$ cat src/rtl/apb_timer_nch.sv
// -----------------------------------------------------------------------------
// apb_timer_nch
//
// NUM_CH independent DATA_WIDTH-bit timer/counters behind a zero-wait-state
// APB slave. Each channel has a reload register (TDR), a control register
// (TCR), sticky write-1-to-clear status flags (TSR) and a read-only count
// (TCNT). A shared 4-bit free-running prescaler produces the per-channel
// clock enables, so the block runs entirely in the pclk domain.
//
// Register map (channel c): paddr = 4*c + {0:TDR, 1:TCR, 2:TSR, 3:TCNT}
//
// Ports
//   pclk, preset          clock and synchronous active-high reset
//   psel/penable/pwrite   APB control
//   paddr, pwdata         APB address (register index) and write data
//   prdata                combinational read data (0 when not reading)
//   pready, pslverr       access complete / access error
//   tmr_ovf, tmr_udf      per-channel sticky overflow / underflow flags
//   irq                   OR of all enabled flags
// -----------------------------------------------------------------------------
module apb_timer_nch #(
  parameter int DATA_WIDTH = 8,
  parameter int NUM_CH     = 2,
  parameter int ADDR_WIDTH = 5
) (
  input  logic                  pclk,
  input  logic                  preset,
  input  logic                  psel,
  input  logic                  penable,
  input  logic                  pwrite,
  input  logic [ADDR_WIDTH-1:0] paddr,
  input  logic [DATA_WIDTH-1:0] pwdata,
  output logic [DATA_WIDTH-1:0] prdata,
  output logic                  pready,
  output logic                  pslverr,
  output logic [NUM_CH-1:0]     tmr_ovf,
  output logic [NUM_CH-1:0]     tmr_udf,
  output logic                  irq
);

  localparam int CH_IDX_W = ADDR_WIDTH - 2;

  localparam logic [1:0] OFF_TDR  = 2'd0;
  localparam logic [1:0] OFF_TCR  = 2'd1;
  localparam logic [1:0] OFF_TSR  = 2'd2;
  localparam logic [1:0] OFF_TCNT = 2'd3;

  // Address decode: upper bits pick the channel, low two bits the register.
  logic [CH_IDX_W-1:0] ch_idx;
  logic [1:0]          reg_off;
  logic                access;
  logic                wr_commit;
  logic                addr_valid;

  assign ch_idx    = paddr[ADDR_WIDTH-1:2];
  assign reg_off   = paddr[1:0];
  assign access    = psel & penable;
  assign wr_commit = access & pwrite;

  // Shared prescaler; every channel derives its tick from the low bits.
  logic [3:0] pre_reg;

  always_ff @(posedge pclk) begin
    if (preset) begin
      pre_reg <= '0;
    end else begin
      pre_reg <= pre_reg + 4'd1;
    end
  end

  logic [NUM_CH-1:0]     ch_sel;
  logic [NUM_CH-1:0]     ch_irq;
  logic [DATA_WIDTH-1:0] ch_rdata [NUM_CH];

  genvar gi;
  generate
    for (gi = 0; gi < NUM_CH; gi++) begin : g_ch
      logic [DATA_WIDTH-1:0] tdr_reg;
      logic [DATA_WIDTH-1:0] tcnt_reg;
      logic [DATA_WIDTH-1:0] tcnt_next;
      logic [6:0]            tcr_reg;    // load bit is never stored
      logic                  ovf_reg;
      logic                  udf_reg;
      logic                  tick;
      logic                  wr_tdr;
      logic                  wr_tcr;
      logic                  wr_tsr;
      logic                  load;
      logic                  ovf_next;
      logic                  udf_next;
      logic [DATA_WIDTH-1:0] rd_mux;

      // TCR field aliases
      logic       arl;
      logic       down;
      logic       en;
      logic       ovf_ie;
      logic       udf_ie;
      logic [1:0] cks;

      assign arl    = tcr_reg[6];
      assign down   = tcr_reg[5];
      assign en     = tcr_reg[4];
      assign ovf_ie = tcr_reg[3];
      assign udf_ie = tcr_reg[2];
      assign cks    = tcr_reg[1:0];

      assign ch_sel[gi] = (ch_idx == CH_IDX_W'(gi));
      assign wr_tdr     = wr_commit & ch_sel[gi] & (reg_off == OFF_TDR);
      assign wr_tcr     = wr_commit & ch_sel[gi] & (reg_off == OFF_TCR);
      assign wr_tsr     = wr_commit & ch_sel[gi] & (reg_off == OFF_TSR);
      assign load       = wr_tcr & pwdata[7];

      // Tick when the low cks+1 prescaler bits are all ones.
      always_comb begin
        case (cks)
          2'd0:    tick = pre_reg[0];
          2'd1:    tick = &pre_reg[1:0];
          2'd2:    tick = &pre_reg[2:0];
          default: tick = &pre_reg;
        endcase
      end

      // Next count and wrap flags, ignoring load (handled with priority below).
      always_comb begin
        tcnt_next = tcnt_reg;
        ovf_next  = 1'b0;
        udf_next  = 1'b0;
        if (en && tick) begin
          if (!down) begin
            if (&tcnt_reg) begin
              tcnt_next = arl ? tdr_reg : '0;
              ovf_next  = 1'b1;
            end else begin
              tcnt_next = tcnt_reg + DATA_WIDTH'(1);
            end
          end else begin
            if (tcnt_reg == '0) begin
              tcnt_next = arl ? tdr_reg : '1;
              udf_next  = 1'b1;
            end else begin
              tcnt_next = tcnt_reg - DATA_WIDTH'(1);
            end
          end
        end
      end

      always_ff @(posedge pclk) begin
        if (preset) begin
          tdr_reg  <= '0;
          tcr_reg  <= '0;
          tcnt_reg <= '0;
          ovf_reg  <= 1'b0;
          udf_reg  <= 1'b0;
        end else begin
          if (wr_tdr) begin
            tdr_reg <= pwdata;
          end
          if (wr_tcr) begin
            tcr_reg <= pwdata[6:0];
          end
          // Load beats counting; a suppressed count also cannot raise a flag.
          if (load) begin
            tcnt_reg <= tdr_reg;
          end else begin
            tcnt_reg <= tcnt_next;
          end
          // Hardware set wins over a same-edge write-1-to-clear.
          ovf_reg <= (ovf_next & ~load) | (ovf_reg & ~(wr_tsr & pwdata[0]));
          udf_reg <= (udf_next & ~load) | (udf_reg & ~(wr_tsr & pwdata[1]));
        end
      end

      always_comb begin
        case (reg_off)
          OFF_TDR: rd_mux = tdr_reg;
          OFF_TCR: rd_mux = DATA_WIDTH'({1'b0, tcr_reg});
          OFF_TSR: rd_mux = DATA_WIDTH'({udf_reg, ovf_reg});
          default: rd_mux = tcnt_reg;
        endcase
      end

      assign ch_rdata[gi] = ch_sel[gi] ? rd_mux : '0;
      assign ch_irq[gi]   = (ovf_reg & ovf_ie) | (udf_reg & udf_ie);
      assign tmr_ovf[gi]  = ovf_reg;
      assign tmr_udf[gi]  = udf_reg;
    end
  endgenerate

  // Channel indices at or beyond NUM_CH select nothing.
  assign addr_valid = |ch_sel;

  always_comb begin
    prdata = '0;
    if (psel && !pwrite && addr_valid) begin
      for (int c = 0; c < NUM_CH; c++) begin
        prdata = prdata | ch_rdata[c];
      end
    end
  end

  assign pready  = access;
  assign pslverr = access & (~addr_valid | (pwrite & (reg_off == OFF_TCNT)));
  assign irq     = |ch_irq;

endmodule

$ cat config.mk
export PLATFORM = sky130hd
export DESIGN_NAME = apb_timer_nch
export DESIGN_NICKNAME = d
export VERILOG_FILES = /design/src/rtl/apb_timer_nch.sv
export SDC_FILE = /design/constraint.sdc
export NUM_CORES = 1
export LEC_CHECK = 0
export CORE_ASPECT_RATIO = 0.8
export CORE_MARGIN = 1.5
export CORE_UTILIZATION = 40
export DETAILED_ROUTE_END_ITERATION = 8
export GPL_TIMING_DRIVEN = 1
export PLACE_DENSITY_LB_ADDON = 0.3
export SYNTH_ARGS = -nofsm -noshare
export SYNTH_HDL_FRONTEND = slang
export SYNTH_SLANG_ARGS = --single-unit
$ cat constraint.sdc
create_clock -name pclk -period 7.6 [get_ports pclk]
set_clock_uncertainty 0.05 [all_clocks]
set_input_delay 2.28 -clock pclk [delete_from_list [all_inputs] [get_ports pclk]]
set_output_delay 2.28 -clock pclk [all_outputs]
set_load 0.02 [all_outputs]
==> run metrics <==
warnings from Yosys 0; initial antenna violation count 0; final core area utilization 0.4582; peak supply drop 0.00009910 V; Cell Rows 32; Reg power frac 0.508; DR WL/cell 18.81 um; gpl congestion 0.8646; CTS Buf Count 5; post-CTS resize count 0; Synth Area per Inst 8.041 sq um; Crit Path Category in2out; Pint 0.4241 mW; Switching Fraction 0.2484; latest clock arrival within the worst-skew pair 290 ps; critical path arrival 4560 ps; Worst Setup Slack, final 707.4 ps; Die W 114.5 um; post-route ant nets 0; Cell Chain, Critical Path clkdlybuf4s50_1 > and2_1 > a22oi_1 > a211oi_1 > clkdlybuf4s50_1; slew at the pin with the worst max-slew slack 1168 ps; H-Tree Depth 2; vias in the first global route 3635; Slowest cell on crit path clkdlybuf4s50_1; Die Y 92.22 um; DIE AREA 10560 sq um; CP required 5270 ps; Fillers 970; Total Power 0.5642 mW; FFs w/ async S/R, synth 0; Final period util 0.9069; IO buf count 32; Core Box Area 9649 sq um; Overflow after GRT 0; antenna cell count 0; Max stage delay on crit path 720 ps; Fmax 0.1451 GHz; pre-CTS setup slack 698.8 ps; HP Class reg2reg; Setup Fix Bufs, Post-CTS 0; gr usage total 0.2343; main flop type after synthesis dfxtp_1; Leak 1.603 nW; Clock power frac 0.408; NetSw 0.1402 mW; syn_nets 521; Setup TNS 0 ps; Slew Viols, Final 0; DRT iter0 DRCs 377; Vias/cell 6.190; CTS Root Cell clkbuf_16; Hold Buf Count CTS 0; Worst Path Max Fanout 13; Hold Violations, Final 0; minimum clock period 6893 ps; P&R area growth vs syn 11.10%; flops & latches, synth 54; DRC errors left 0; commonest non-fill, non-tap cell in the layout nor2_1; post-synthesis sequential area ratio 0.2716; Cell variety after synth 76; status finished, final reports clean; CTS sink count 54; Final nets 521; Post-synth EDFFs 0; clock buffer depth 2; via count 3906; RSZ-0062 raised after global routing no; Post-DP Area 4282 sq um; Synth Cell Area 3980 sq um; Setup-failing EPs final 0; most frequent cells in the layout 62 x nor2_1, 54 x dfxtp_1, 40 x mux2i_1; most used cell, CP clkdlybuf4s50_1; share of layout cells above drive strength 1 0.07475; power share of the combinational group 0.084; Worst Setup End Kind output port; largest net degree at the start of global routing 51; Ports 33; first-pass GRT wire length 19.56 mm; Initial Utilization 0.4125; Cells after Synth 495; max-cap violation count 0; CTS tree done; Rel. slew slack 0.2211; DRT Wirelength 11.87 mm; post-route cell area 4422 sq um; Pwr Density 127.6 nW/um^2; dpl hpwl 8.603 mm; clock-pin slew on the worst setup and hold paths 70 ps; First-pass DRT Iterations 5; crit start category primary input
==> stage by stage <==
| stage | instances | hold WS, ps |
|---|---|---|
| 4_1_cts | 631 | 437.1 |
| 3_3_place_gp | 624 | 418.3 |
| 5_1_grt | 631 | 448.8 |
| 6_report | 631 | 428.7 |
| 2_1_floorplan | 495 | 388.2 |
| 3_5_place_dp | 624 | 420.2 |
==> power groups by stage <==
stage | combinational (mW) | sequential (mW) | clock (mW)
floorplan | 0.0262 | 0.292 | 0
global placement | 0.0459 | 0.293 | 0
detailed placement | 0.0469 | 0.293 | 0
CTS | 0.0471 | 0.287 | 0.231
global route | 0.0513 | 0.287 | 0.246
finish | 0.0476 | 0.287 | 0.230
==> cell families (layout without fill, tap and decap cells) <==
family,after synthesis,after routing,synth area share
DFF,54,54,0.2716
muxes,46,46,0.1289
AOI/OAI and AO/OA,120,120,0.2116
xor gates and xnor gates,12,12,0.02641
buffers and inverters,64,64,0.07356
adders and majority gates,8,8,0.02515
and+or+nand+nor,191,191,0.2628
==> critical path: cells and delay by family <==
family,cells,cell delay (ps)
AO/OA/AOI/OAI,2,440
buffers and inverters,2,1390
AND/OR/NAND/NOR,1,450
==> synth_stat cells, types with 6 or more instances <==
master    count  area share
buf_2        12       0.015
nand2_1      36       0.034
nand3_1      27       0.034
and3_1        6      0.0094
a21oi_1      32       0.040
dfxtp_1      54        0.27
o21ai_0      10       0.013
nor2_1       62       0.058
buf_4         6       0.011
a31oi_1      10       0.016
ha_1          8       0.025
a211oi_1     14       0.026
clkbuf_1     22       0.021
nand4_1       6      0.0094
mux2i_1      40        0.10
inv_1        20       0.019
xor2_1        7       0.015
==> final cells by class <==
| type | count | area [sq um] | share of cell area |
|---|---|---|---|
| sequential | 54 | 1081 | 0.2445 |
| clock inverter | 2 | 15.01 | 0.003396 |
| clock buffer | 5 | 125.1 | 0.02830 |
| timing repair buffer | 36 | 345.3 | 0.07810 |
| multi-input combinational | 377 | 2606 | 0.5894 |
| inverter | 21 | 78.83 | 0.01783 |
| tap | 136 | 170.2 | 0.03848 |
==> per-layer routing <==
layer | GRT usage | part of all wire | vias up
met2 | 0.3358 | 0.42 | 196
met5 | 0 | 0 | -
li1 | - | - | 1819
met1 | 0.3654 | 0.48 | 1873
met4 | 0.04063 | 0.011 | 0
met3 | 0.03833 | 0.090 | 18
==> path summary, 6_finish.rpt <==
path	start	end	slack, ps	cells past startpoint
max	paddr[1]	prdata[7]	710	5
min	pre_reg[0]$_SDFF_PP0_	pre_reg[0]$_SDFF_PP0_	430	1
max reg2reg	pre_reg[0]$_SDFF_PP0_	g_ch[1].tcnt_reg[5]$_SDFFE_PP0P_	4920	7
min reg2reg	pre_reg[0]$_SDFF_PP0_	pre_reg[0]$_SDFF_PP0_	430	1
Note: power is estimated with default switching activity, not from simulation.
